**src/rtl/rabbit_frame_sender.sv**
```systemverilog
// Rabbit-link serial frame sender: latches a parallel word and shifts it
// out LSB-index first on SCLK/SDIO behind a frame_start strobe.
module rabbit_frame_sender #(
  parameter int WORD_BITS = 184,
  parameter int CLK_DIV   = 4
) (
  input  logic                 ten_MHz_ext,
  input  logic                 reset,
  input  logic                 load,
  input  logic [0:WORD_BITS-1] word_in,
  output logic                 busy,
  output logic                 done,
  output logic                 frame_start,
  output logic                 SCLK_out,
  output logic                 SDIO_out
);

  localparam int DW = $clog2(CLK_DIV + 1);
  localparam int BW = $clog2(WORD_BITS + 1);
  localparam logic [DW-1:0] DIV_LAST = DW'(CLK_DIV - 1);
  localparam logic [BW-1:0] BIT_LAST = BW'(WORD_BITS - 1);

  typedef enum logic [2:0] {
    S_IDLE,
    S_START,
    S_LOW,
    S_HIGH,
    S_FINISH
  } state_t;

  state_t               r_state;
  state_t               w_state_nx;
  logic [DW-1:0]        r_div;
  logic [DW-1:0]        w_div_nx;
  logic [BW-1:0]        r_bit;
  logic [BW-1:0]        w_bit_nx;
  logic [0:WORD_BITS-1] r_shift;
  logic [0:WORD_BITS-1] w_shift_nx;
  logic                 w_div_last;
  logic                 r_busy;
  logic                 r_done;
  logic                 r_fs;
  logic                 r_sclk;
  logic                 r_sdio;

  assign w_div_last = (r_div == DIV_LAST);

  always_comb begin
    w_state_nx = r_state;
    w_div_nx   = r_div;
    w_bit_nx   = r_bit;
    w_shift_nx = r_shift;
    unique case (r_state)
      S_IDLE: begin
        if (load) begin
          w_state_nx = S_START;
          w_div_nx   = '0;
          w_shift_nx = word_in;
        end
      end
      S_START: begin
        if (w_div_last) begin
          w_state_nx = S_LOW;
          w_div_nx   = '0;
          w_bit_nx   = '0;
        end else begin
          w_div_nx = r_div + DW'(1);
        end
      end
      S_LOW: begin
        if (w_div_last) begin
          w_state_nx = S_HIGH;
          w_div_nx   = '0;
        end else begin
          w_div_nx = r_div + DW'(1);
        end
      end
      S_HIGH: begin
        if (w_div_last) begin
          w_div_nx = '0;
          if (r_bit == BIT_LAST) begin
            w_state_nx = S_FINISH;
          end else begin
            // next bit moves into index 0, the SDIO source
            w_state_nx = S_LOW;
            w_bit_nx   = r_bit + BW'(1);
            w_shift_nx = r_shift << 1;
          end
        end else begin
          w_div_nx = r_div + DW'(1);
        end
      end
      S_FINISH: begin
        w_state_nx = S_IDLE;
      end
      default: begin
        w_state_nx = S_IDLE;
      end
    endcase
  end

  // outputs are registered from the next-state decode
  always_ff @(posedge ten_MHz_ext or posedge reset) begin
    if (reset) begin
      r_state <= S_IDLE;
      r_div   <= '0;
      r_bit   <= '0;
      r_shift <= '0;
      r_busy  <= 1'b0;
      r_done  <= 1'b0;
      r_fs    <= 1'b0;
      r_sclk  <= 1'b0;
      r_sdio  <= 1'b0;
    end else begin
      r_state <= w_state_nx;
      r_div   <= w_div_nx;
      r_bit   <= w_bit_nx;
      r_shift <= w_shift_nx;
      r_busy  <= (w_state_nx == S_START) ||
                 (w_state_nx == S_LOW) ||
                 (w_state_nx == S_HIGH);
      r_done  <= (w_state_nx == S_FINISH);
      r_fs    <= (w_state_nx == S_START);
      r_sclk  <= (w_state_nx == S_HIGH);
      r_sdio  <= ((w_state_nx == S_LOW) ||
                  (w_state_nx == S_HIGH)) && w_shift_nx[0];
    end
  end

  assign busy        = r_busy;
  assign done        = r_done;
  assign frame_start = r_fs;
  assign SCLK_out    = r_sclk;
  assign SDIO_out    = r_sdio;

endmodule

```
**config.mk**
```make
export PLATFORM = sky130hd
export DESIGN_NAME = rabbit_frame_sender
export DESIGN_NICKNAME = d
export VERILOG_FILES = /design/src/rtl/rabbit_frame_sender.sv
export SDC_FILE = /design/constraint.sdc
export NUM_CORES = 1
export LEC_CHECK = 0
export CAP_MARGIN = 0
export CORE_MARGIN = 2
export CORE_UTILIZATION = 32
export CTS_CLUSTER_SIZE = 40
export DETAILED_ROUTE_END_ITERATION = 16
export GPL_TIMING_DRIVEN = 1
export SLEW_MARGIN = 10
export SYNTH_ARGS = -nofsm -noshare
export SYNTH_HDL_FRONTEND = slang
export SYNTH_SLANG_ARGS = --single-unit
```
**constraint.sdc**
```tcl
create_clock -name ten_MHz_ext -period 22.6 [get_ports ten_MHz_ext]
set_input_delay 5.65 -clock ten_MHz_ext [delete_from_list [all_inputs] [get_ports ten_MHz_ext]]
set_output_delay 5.65 -clock ten_MHz_ext [all_outputs]
set_load 0.1 [all_outputs]
```
==> impl_metrics.py <==
metrics = {
    "status": {
        "status": "complete, no violations",
    },
    "sta": {
        "max_slew.worst_pin.slew_ns": 1.11,
        "layout_min_cycle_time_ns": 7.71,
        "setup_viol": 0,
        "hold_viol": 0,
        "grt_setup_unrepaired": "false",
        "slew_headroom": 0.259,
        "finalMaxSlewViolations": 0,
        "fin_ws_ns": 14.89,
        "fin_crit_sh": 0.341,
        "tns_ns": 0,
        "clock.fmax_mhz": 130,
        "fin_worst_skew_ns": 0.00909,
    },
    "cells_and_area": {
        "fin_nets": 1436,
        "fill_cells": 3280,
        "drive_gt1_frac": 0.0522,
        "antenna_cells": 0,
        "area_growth_pct": 25.1,
        "seqCellArea_um2": 5080,
        "final_cells": 1712,
        "multi_input_area_um2": 4920,
    },
    "drt": {
        "vias": 9627,
        "drt-initial-drc-count": 865,
        "first_pass_iters": 5,
        "vias_per_cell": 5.62,
        "post_drt_wl_per_cell_um": 18.0,
        "wirelength_um": 30700,
        "drc": 0,
        "ant_nets": 0,
    },
    "clock_network": {
        "cts_made_buffers": 25,
        "postCtsResizedCells": 0,
        "cts_setup_buffers": 0,
        "htreeDepth": 1,
        "clock-sinks": 203,
        "path_clk_slew_ns": 0.06,
        "clock_latency_ns": 0.52,
        "cts_tree": "done",
        "ctsLongestPathBuffers": 3,
        "cts_root_buffer": "clkbuf_16",
        "hold_buffers": 0,
    },
    "worst_setup_path": {
        "critical_path.cell_chain": "clkdlybuf4s50_1",
        "reg2reg_slack_ns": 19.13,
        "required_ns": 16.95,
        "cp-end-kind": "output port",
        "critPathKind": "flip-flop to output port",
        "crit_buf_inv": 1,
        "path_delay_family": "buffers and inverters",
        "worst_ep_arrival_time_ns": 2.06,
        "cp_slowest_cell": "clkdlybuf4s50_1",
        "worstSetupStartpointType": "flip-flop",
        "slowest_delay_ns": 1.15,
        "crit_fanout": 1,
    },
    "power": {
        "cellPowerDensity_nw_per_um2": 60.1,
        "p_leak_nw": 4.86,
        "peakVddDrop_v": 0.0000469,
    },
    "yosys": {
        "netlist-cell-type-count": 44,
        "syn-cell-area_um2": 10700,
        "syn-mean-instance-area_um2": 9.22,
        "ys_ff_latch": 203,
        "netlist_instances": 1166,
        "yosysSeqAreaShare": 0.473,
        "synth_edf_count": 0,
        "synth_nets": 1355,
        "synth_warnings": 0,
        "synthFlopType": "dfrtp_1",
        "synth_async_sr_flop_share": 1.00,
    },
    "grt": {
        "antenna_found_initial": 0,
        "grt_usage": 0.173,
        "grt-ovfl-total": 0,
        "grt_max_degree": 137,
        "grt_pass1_wl_um": 51800,
        "grt_pass1_vias": 9692,
    },
    "placed_design": {
        "dpl.hpwl_um": 16600,
        "gp_congestion": 0.716,
        "place_ws_ns": 14.68,
        "port-buffer-count": 191,
        "dp.cells": 1668,
    },
    "floorplan": {
        "rows": 67,
        "die_y_um": 187,
        "die-area_um2": 35100,
        "initial_core_util": 0.323,
        "io-pin-count": 192,
        "die_w_um": 187,
        "core_area_um2": 33300,
    },
    "worst_hold_path": {
        "holdCritPathClass": "flip-flop to flip-flop",
    },
    "flow_run": {
        "max-cap-violations": 0,
    },
}
## cell usage after synthesis (all sizes together), types with 4 or more instances
| cell | count | area share |
|---|---|---|
| nor3 | 4 | 0.0019 |
| o21ai | 7 | 0.0033 |
| mux2i | 4 | 0.0037 |
| buf | 57 | 0.038 |
| nor2 | 4 | 0.0014 |
| clkbuf | 94 | 0.033 |
| dfrtp | 203 | 0.47 |
| nand3 | 4 | 0.0023 |
| nand2 | 374 | 0.13 |
| o2111ai | 184 | 0.15 |
| inv | 7 | 0.0024 |
| o211ai | 185 | 0.13 |
## routing by layer
layer  vias to the layer above  share of wire  track usage  routed length (um)
li1                       4566              -            -                   -
met2                       258           0.47        0.278               14400
met1                      4766           0.46        0.247               14300
met4                         0          0.019       0.0372                 582
met5                         -              0            0                   0
met3                        37          0.048       0.0255                1470
## cells by family after synthesis
logic type / share of synthesized area
DFF: 0.473
buffers and inverters: 0.0735
AOI/OAI and AO/OA: 0.297
muxes: 0.00373
adders and majority gates: 0.00233
and+or+nand+nor: 0.149
xor gates and xnor gates: 0.00163
## report_power, final
part	leakage [nW]	switching (mW)	internal [mW]
clock	0.411	0.161	0.240
combinational	2.56	0.0137	0.0286
sequential	1.88	0.0000542	0.364
## sequential cells by signal, summed over array words and instances, names as in the netlist
name	count
r_shift	184
r_bit	8
r_div	3
r_state	3
SCLK_out	1
SDIO_out	1
busy	1
done	1
frame_start	1
## area by class of cell
type / count / area share
flip-flops and latches: 203 / 0.378
multi-input cells: 805 / 0.366
repair buffers: 205 / 0.150
clock buffers: 35 / 0.0553
well taps: 448 / 0.0417
clock inverters: 9 / 0.00596
inverters: 7 / 0.00251
## placed cells by master, fill, tap and decap left out, types with 3 or more instances in the layout
master / n
nand2_1: 374
dfrtp_1: 203
clkdlybuf4s50_1: 191
o211ai_1: 185
o2111ai_1: 184
clkbuf_16: 25
buf_4: 14
clkbuf_8: 8
inv_1: 6
o21ai_0: 6
clkinv_2: 5
nor2_1: 4
nor3_1: 4
mux2i_1: 4
nand3_1: 3
## per-stage QoR
stage | area, um^2 | hold WS (ns) | utilization | total power, mW
6_report | 13400 | 0.510 | 0.404 | 0.807
3_5_place_dp | 12600 | 0.495 | 0.379 | 0.413
2_1_floorplan | 10700 | 0.446 | - | 0.376
5_1_grt | 13400 | 0.531 | 0.404 | 0.838
4_1_cts | 13400 | 0.502 | 0.404 | 0.820
3_3_place_gp | 12600 | 0.473 | 0.379 | 0.414
## path summary, 6_finish.rpt
check                         start           end  cells past startpoint
max                            done          done                      1
min                        r_div[0]      r_div[0]                      1
max reg2reg                r_div[0]   r_shift[73]                      6
min reg2reg                r_div[0]      r_div[0]                      1
max in group asynchronous     reset   r_shift[70]                      3
min in group asynchronous     reset  r_shift[108]                      2
Note: power is estimated with default switching activity, not from simulation.
